$ cat src/rtl/alu_op_sequencer.sv
// alu_op_sequencer
//   Command stage in front of an 8-bit, 4-op ALU (add/sub/mul/div, 2*DW-bit result).
//   It accepts one command per cmd_valid/cmd_ready handshake and registers the
//   operands and select onto the ALU inputs. It then waits ALU_LAT edges,
//   captures alu_z, and presents it on a res_valid/res_ready port.
//   Divide-by-zero is caught at accept time. It answers with all-ones data and
//   res_err=1 without ever consuming the ALU result.
//
// Ports
//   clk, rst_n             clock (rising edge), asynchronous active-low reset
//   cmd_valid/cmd_ready    command handshake; cmd_ready is a decode of IDLE
//   cmd_sel, cmd_a, cmd_b  0=add 1=sub 2=mul 3=div, operands
//   alu_a, alu_b, alu_sel  registered operands/select driven to the ALU
//   alu_z                  ALU result
//   res_valid/res_ready    result handshake; res_valid is a decode of RESP
//   res_data, res_err      captured result, divide-by-zero flag
//   op_count               completed result handshakes (wrapping)
module alu_op_sequencer #(
  parameter int DW      = 8,
  parameter int ALU_LAT = 1
) (
  input  logic            clk,
  input  logic            rst_n,
  input  logic            cmd_valid,
  output logic            cmd_ready,
  input  logic [1:0]      cmd_sel,
  input  logic [DW-1:0]   cmd_a,
  input  logic [DW-1:0]   cmd_b,
  output logic [DW-1:0]   alu_a,
  output logic [DW-1:0]   alu_b,
  output logic [1:0]      alu_sel,
  input  logic [2*DW-1:0] alu_z,
  output logic            res_valid,
  input  logic            res_ready,
  output logic [2*DW-1:0] res_data,
  output logic            res_err,
  output logic [15:0]     op_count
);

  typedef enum logic [1:0] {
    ST_IDLE = 2'd0,
    ST_WAIT = 2'd1,
    ST_RESP = 2'd2
  } state_t;

  // The counter is loaded with ALU_LAT-1 on accept. WAIT then samples alu_z
  // on the edge where the counter is already zero, so the capture lands
  // exactly ALU_LAT edges after the accept edge.
  localparam logic [3:0] LAT_LOAD = 4'(ALU_LAT - 1);

  state_t            state_reg, state_next;
  logic [3:0]        lat_cnt_reg;
  logic [DW-1:0]     alu_a_reg, alu_b_reg;
  logic [1:0]        alu_sel_reg;
  logic [2*DW-1:0]   res_data_reg;
  logic              res_err_reg;
  logic [15:0]       op_count_reg;

  logic accept;
  logic div_zero;
  logic res_hs;
  logic lat_done;

  assign accept   = (state_reg == ST_IDLE) && cmd_valid;
  assign div_zero = (cmd_sel == 2'd3) && (cmd_b == '0);
  assign res_hs   = (state_reg == ST_RESP) && res_ready;
  assign lat_done = (lat_cnt_reg == 4'd0);

  // State register
  always_ff @(posedge clk or negedge rst_n) begin
    if (!rst_n) begin
      state_reg <= ST_IDLE;
    end else begin
      state_reg <= state_next;
    end
  end

  // Next-state logic
  always_comb begin
    state_next = state_reg;
    case (state_reg)
      ST_IDLE: begin
        if (cmd_valid) begin
          state_next = div_zero ? ST_RESP : ST_WAIT;
        end
      end
      ST_WAIT: begin
        if (lat_done) begin
          state_next = ST_RESP;
        end
      end
      ST_RESP: begin
        if (res_ready) begin
          state_next = ST_IDLE;
        end
      end
      default: state_next = ST_IDLE;
    endcase
  end

  // Datapath: operand capture, latency counter, result capture, op counter
  always_ff @(posedge clk or negedge rst_n) begin
    if (!rst_n) begin
      lat_cnt_reg  <= 4'd0;
      alu_a_reg    <= '0;
      alu_b_reg    <= '0;
      alu_sel_reg  <= 2'd0;
      res_data_reg <= '0;
      res_err_reg  <= 1'b0;
      op_count_reg <= 16'd0;
    end else begin
      if (accept) begin
        alu_a_reg   <= cmd_a;
        alu_b_reg   <= cmd_b;
        alu_sel_reg <= cmd_sel;
        if (div_zero) begin
          // The ALU output is never sampled for this command.
          res_data_reg <= '1;
          res_err_reg  <= 1'b1;
        end else begin
          lat_cnt_reg <= LAT_LOAD;
          res_err_reg <= 1'b0;
        end
      end

      if (state_reg == ST_WAIT) begin
        if (lat_done) begin
          res_data_reg <= alu_z;
        end else begin
          lat_cnt_reg <= lat_cnt_reg - 4'd1;
        end
      end

      if (res_hs) begin
        op_count_reg <= op_count_reg + 16'd1;
      end
    end
  end

  assign cmd_ready = (state_reg == ST_IDLE);
  assign res_valid = (state_reg == ST_RESP);
  assign alu_a     = alu_a_reg;
  assign alu_b     = alu_b_reg;
  assign alu_sel   = alu_sel_reg;
  assign res_data  = res_data_reg;
  assign res_err   = res_err_reg;
  assign op_count  = op_count_reg;

endmodule

$ cat config.mk
export PLATFORM = sky130hd
export DESIGN_NAME = alu_op_sequencer
export DESIGN_NICKNAME = d
export VERILOG_FILES = /design/src/rtl/alu_op_sequencer.sv
export SDC_FILE = /design/constraint.sdc
export NUM_CORES = 1
export LEC_CHECK = 0
export CORE_ASPECT_RATIO = 2
export CORE_MARGIN = 1.5
export CORE_UTILIZATION = 47
export DETAILED_ROUTE_END_ITERATION = 10
export PLACE_DENSITY = 0.85
export SLEW_MARGIN = 20
export SYNTH_ARGS = -nofsm -noshare
export SYNTH_HDL_FRONTEND = slang
export SYNTH_SLANG_ARGS = --single-unit
$ cat constraint.sdc
create_clock -name clk -period 4.3 [get_ports clk]
set_input_delay 0.86 -clock clk [delete_from_list [all_inputs] [get_ports clk]]
set_output_delay 0.86 -clock clk [all_outputs]
set_load 0.005 [all_outputs]
Word-level counts from Yosys, hierarchy flattened

Index checks and enable logic that the tools add are counted.

Flip-flop bits (word level): 57
Output and inout port bits: 53
Logic and storage cells: 37

Add/subtract/negate cells: 2
Eq/ne operators: 6
Mux-type cells: 14
Reduce and logical (&&, ||, !) cells: 7

Operators by type and width:

| cell                  | number |
|---|---|
| $mux 16               | 4 |
| $add 16x1->16 const B | 1 |
| $mux 4                | 4 |
| $logic_not 8->1       | 1 |
| $mux 2                | 4 |
| $pmux 2 s3            | 1 |
| $eq 2x2->1 const B    | 2 |
| $logic_not 4->1       | 1 |
| $ne 2x2->1 const B    | 2 |
| $sub 4x1->4 const B   | 1 |
| $logic_and 1x1->1     | 3 |
| $reduce_and 3->1      | 1 |
| $eq 2x1->1 const B    | 1 |
| $logic_not 2->1       | 1 |
| $ne 2x1->1 const B    | 1 |
| $mux 1                | 1 |

Logic depth before layout (Yosys ltp)

Depth after elaboration: 6
Mapped depth: 9
Mapped depth without buffers: 6

Worst setup path before layout

Ideal clock, no wire load.

Path kind: input to register
From: in cmd_b[5]
To: reg res_data_reg[10] (netlist: res_data[10])
Library setup time: 0.063 ns
Arrival: 2.095 ns
Data required time: 4.237 ns
Slack: 2.142 ns
Stages: 6
Path buffers: 2
Cell sequence: or4_1 -> nor4_1 -> nand2b_1 -> buf_6 -> buf_12 -> o22a_2

Longest elaborated chain between the ends: 6

RTL lines:

| what                  | line | text |
|---|---|---|
| from (decl)           | 28   | `input logic [DW-1:0] cmd_b,` |
| $logic_not 8->1 (*)   | 65   | `assign div_zero = (cmd_sel == 2'd3) && (cmd_b == '0);` |
| $logic_and 1x1->1 (*) | 65   |  |
| $mux 16 (*)           | 116  | `if (div_zero) begin` |
| $mux 16 (*)           | 112  | `if (accept) begin` |
| $mux 16               | 127  | `if (lat_done) begin` |
| $mux 16 (*)           | 126  | `if (state_reg == ST_WAIT) begin` |
| to (signal assigned)  | 128  | `res_data_reg <= alu_z;` |
| to (decl)             | 55   | `logic [2*DW-1:0] res_data_reg;` |

Every way passes the cells marked *; elsewhere a longest branch is shown, timed or not.
A chain may end at the register's enable or synchronous reset.

Final worst setup path

From: in cmd_valid
To: reg res_data_reg[14] (netlist: res_data[14])

Longest elaborated chain between the ends: 4

RTL lines:

| what                  | line | text |
|---|---|---|
| from (decl)           | 24   | `input logic cmd_valid,` |
| $logic_and 1x1->1 (*) | 64   | `assign accept = (state_reg == ST_IDLE) && cmd_valid;` |
| $mux 16 (*)           | 112  |  |
| $mux 16               | 127  |  |
| $mux 16 (*)           | 126  |  |

Marked as above.

==> results by group <==
Synth
  • Synth cell types: 38
  • Warnings from Yosys: 0
  • Gate Count Post-Synth: 174
  • Synth Area per Inst: 13.5 µm²
  • Number of enable flip-flop cells after synthesis: 0
  • Post-synthesis sequential area ratio: 0.608
  • Mapped cell area: 2340 µm²
  • Post-synth ARST share: 1.00
  • Syn Nets: 214
  • Yosys reg bits: 57
  • Primary FF master, synth: dfrtp_1

Drt
  • Final wirelength: 5040 µm
  • Via-to-Cell Ratio: 5.29
  • Vias post-DR: 1755
  • Drt pass-1 iters: 2
  • DRT iter0 DRCs: 11
  • Post-DRT Antenna Nets: 0
  • WL/cell: 15.2 µm
  • DRC Markers: 0

Cells and area
  • Design area: 3540 µm²
  • Diode count: 0
  • Area Overhead vs Synth: 51.0%
  • Post-layout net count: 310
  • Share of layout cells above drive strength 1: 0.182
  • Most frequent cells in the layout: 89 x clkdlybuf4s50_1, 57 x dfrtp_1, 20 x mux2_2, 11 x clkbuf_8, 10 x nand2_1
  • Finished Core Util: 0.735
  • Commonest non-fill, non-tap cell in the layout: clkdlybuf4s50_1
  • Final std cells w/o fill: 332

Clocking
  • H-tree levels: 3
  • Post-CTS setup buffer count: 0
  • Worst-skew pair later-pin latency: 0.34 ns
  • CTS tree: built
  • Maximum clock path buffer count: 2
  • CTS clock-pin slew for the worst setup and hold paths: 0.06 ns
  • Clk root buf: clkbuf_8
  • Cts hold-fix bufs: 0
  • CTS Buf Count: 9
  • Post-CTS sizing: 0
  • Clock Sinks: 57

STA
  • Min Hold Slack: 0.434 ns
  • Post-Route Setup TNS: 0 ns
  • Worst Skew: 0.00818 ns
  • Fin crit share: 0.665
  • RSZ-0062 raised after global routing: no
  • Relative slew slack: 0.502
  • Final hold viol count: 0
  • Max Slew Vio Count: 0
  • Worst slew pin tran: 0.748 ns
  • Post-route minimum period: 2.86 ns
  • Worst setup margin: 1.44 ns
  • Fmax: 350 MHz
  • Final setup viols: 0

Die
  • Initial core utilization: 0.487
  • Die H: 103 µm
  • DIE AREA: 5450 µm²
  • Chip width: 52.9 µm
  • FP Rows: 36
  • IO Pins: 91
  • Core area: 4820 µm²

GRT
  • Largest net degree at the start of global routing: 42
  • First-pass GRT wire length: 7970 µm
  • Antenna violations before repair: 0
  • Overflow after GRT: 0
  • GRT Util Overall: 0.205
  • Vias in the first global route: 1818

Job
  • Max-cap violations: 0

Setup path
  • Bufs and invs on worst path: 1
  • Critical Path Max Stage Delay: 0.68 ns
  • Worst R2R Path Depth: 4
  • Crit path required time: 4.58 ns
  • CP top delay family: simple AND/OR/NAND/NOR gates
  • R2R Setup Slk: 1.94 ns
  • CP max FO: 19
  • Worst-path cell chain: clkdlybuf4s50_1, or3b_1, nor4_1, nand2b_1, o22a_2
  • Worst flop-to-flop path endpoint: res_data[14]
  • Worst Setup Start Kind: primary input
  • Critical Path Sink Type: flip-flop
  • Critical path depth: 5
  • Crit path DAT: 3.13 ns
  • Critical Path Slowest Stage Cell: or3b_1
  • Crit path kind: in2reg
  • Worst Setup SP: cmd_valid
  • Origin of the critical flop-to-flop path: state_reg[1]

Min path
  • Worst hold path type: in2async

Placed design
  • Place WS: 1.09 ns
  • Routability cong.: 0.764
  • Post-Place Cells: 316
  • DP Wirelength: 3630 µm
  • IO Port Bufs: 90
  • Placement Cell Area: 3260 µm²

Power and ir drop
  • Pwr dens: 682 nW/µm²
  • Leak pwr: 1.51 nW
  • Tot Pwr: 2.41 mW
  • VDD IR max: 463 µV

Run status
  • Status: completed
-- cell families (layout without fill, tap and decap cells) --
group	count (synthesis)	in the layout	synth area share
flip-flops	57	57	0.608
AND/OR/NAND/NOR	44	44	0.104
AO/OA/AOI/OAI	26	26	0.0950
multiplexers	20	20	0.0961
XOR/XNOR	15	15	0.0560
buffers and inverters	10	111	0.0299
adder cells (fa/ha/maj)	2	2	0.0107
-- cells in the mapped netlist (all sizes together) (2+ instances only) --
cell type	number	area, µm²
buf	4	47.5
clkbuf	2	7.51
dfrtp	57	1430
ha	2	25.0
inv	4	15.0
mux2	20	225
nand2	10	37.5
nand2b	3	18.8
nand3	4	20.0
nand4	3	18.8
nor2	7	26.3
nor4	3	18.8
o21ai	3	15.0
o22a	16	151
o31ai	2	20.0
or3	2	12.5
or4	2	15.0
xnor2	8	70.1
xor2	7	61.3
-- area by class of cell --
cell class / instances / area (µm²)
repair buffers: 91 / 903
clock inverters: 5 / 125
clock buffers: 11 / 151
inverters: 4 / 15.0
multi-input cells: 107 / 848
fillers: 334 / 1280
flip-flops and latches: 57 / 1430
well taps: 57 / 71.3
-- worst reg2reg max path, cell delays in order, from the launching register on --
cell and delay (ns):
dfrtp_1 0.45, or3b_1 0.73, nor4_1 0.34, nand2b_1 0.53, o22a_2 0.26
-- worst max-delay path by stage --
| stage | end | slack, ns |
|---|---|---|
| after floorplan | res_data[10] | 2.14 |
| after global placement | res_data[13] | 1.10 |
| after detailed placement | res_data[8] | 1.09 |
| after CTS | res_data[14] | 1.45 |
| after global routing | res_data[8] | 1.28 |
| final | res_data[14] | 1.44 |
-- metal layers --
metal | global-route usage | vias up | wire length (µm) | part of all wire
met3 | 0.0638 | 10 | 284 | 0.056
met5 | 0 | - | 0 | 0
met1 | 0.222 | 875 | 1810 | 0.36
li1 | - | 811 | - | -
met4 | 0.105 | 0 | 109 | 0.022
met2 | 0.350 | 59 | 2840 | 0.56
-- power by group --
group | switching [mW] | internal (mW) | total [mW]
registers | 0.136 | 0.743 | 0.879
clock network | 0.210 | 0.474 | 0.684
logic | 0.285 | 0.566 | 0.851
total | 0.631 | 1.78 | 2.41
Power figures use the tool's default switching activity.
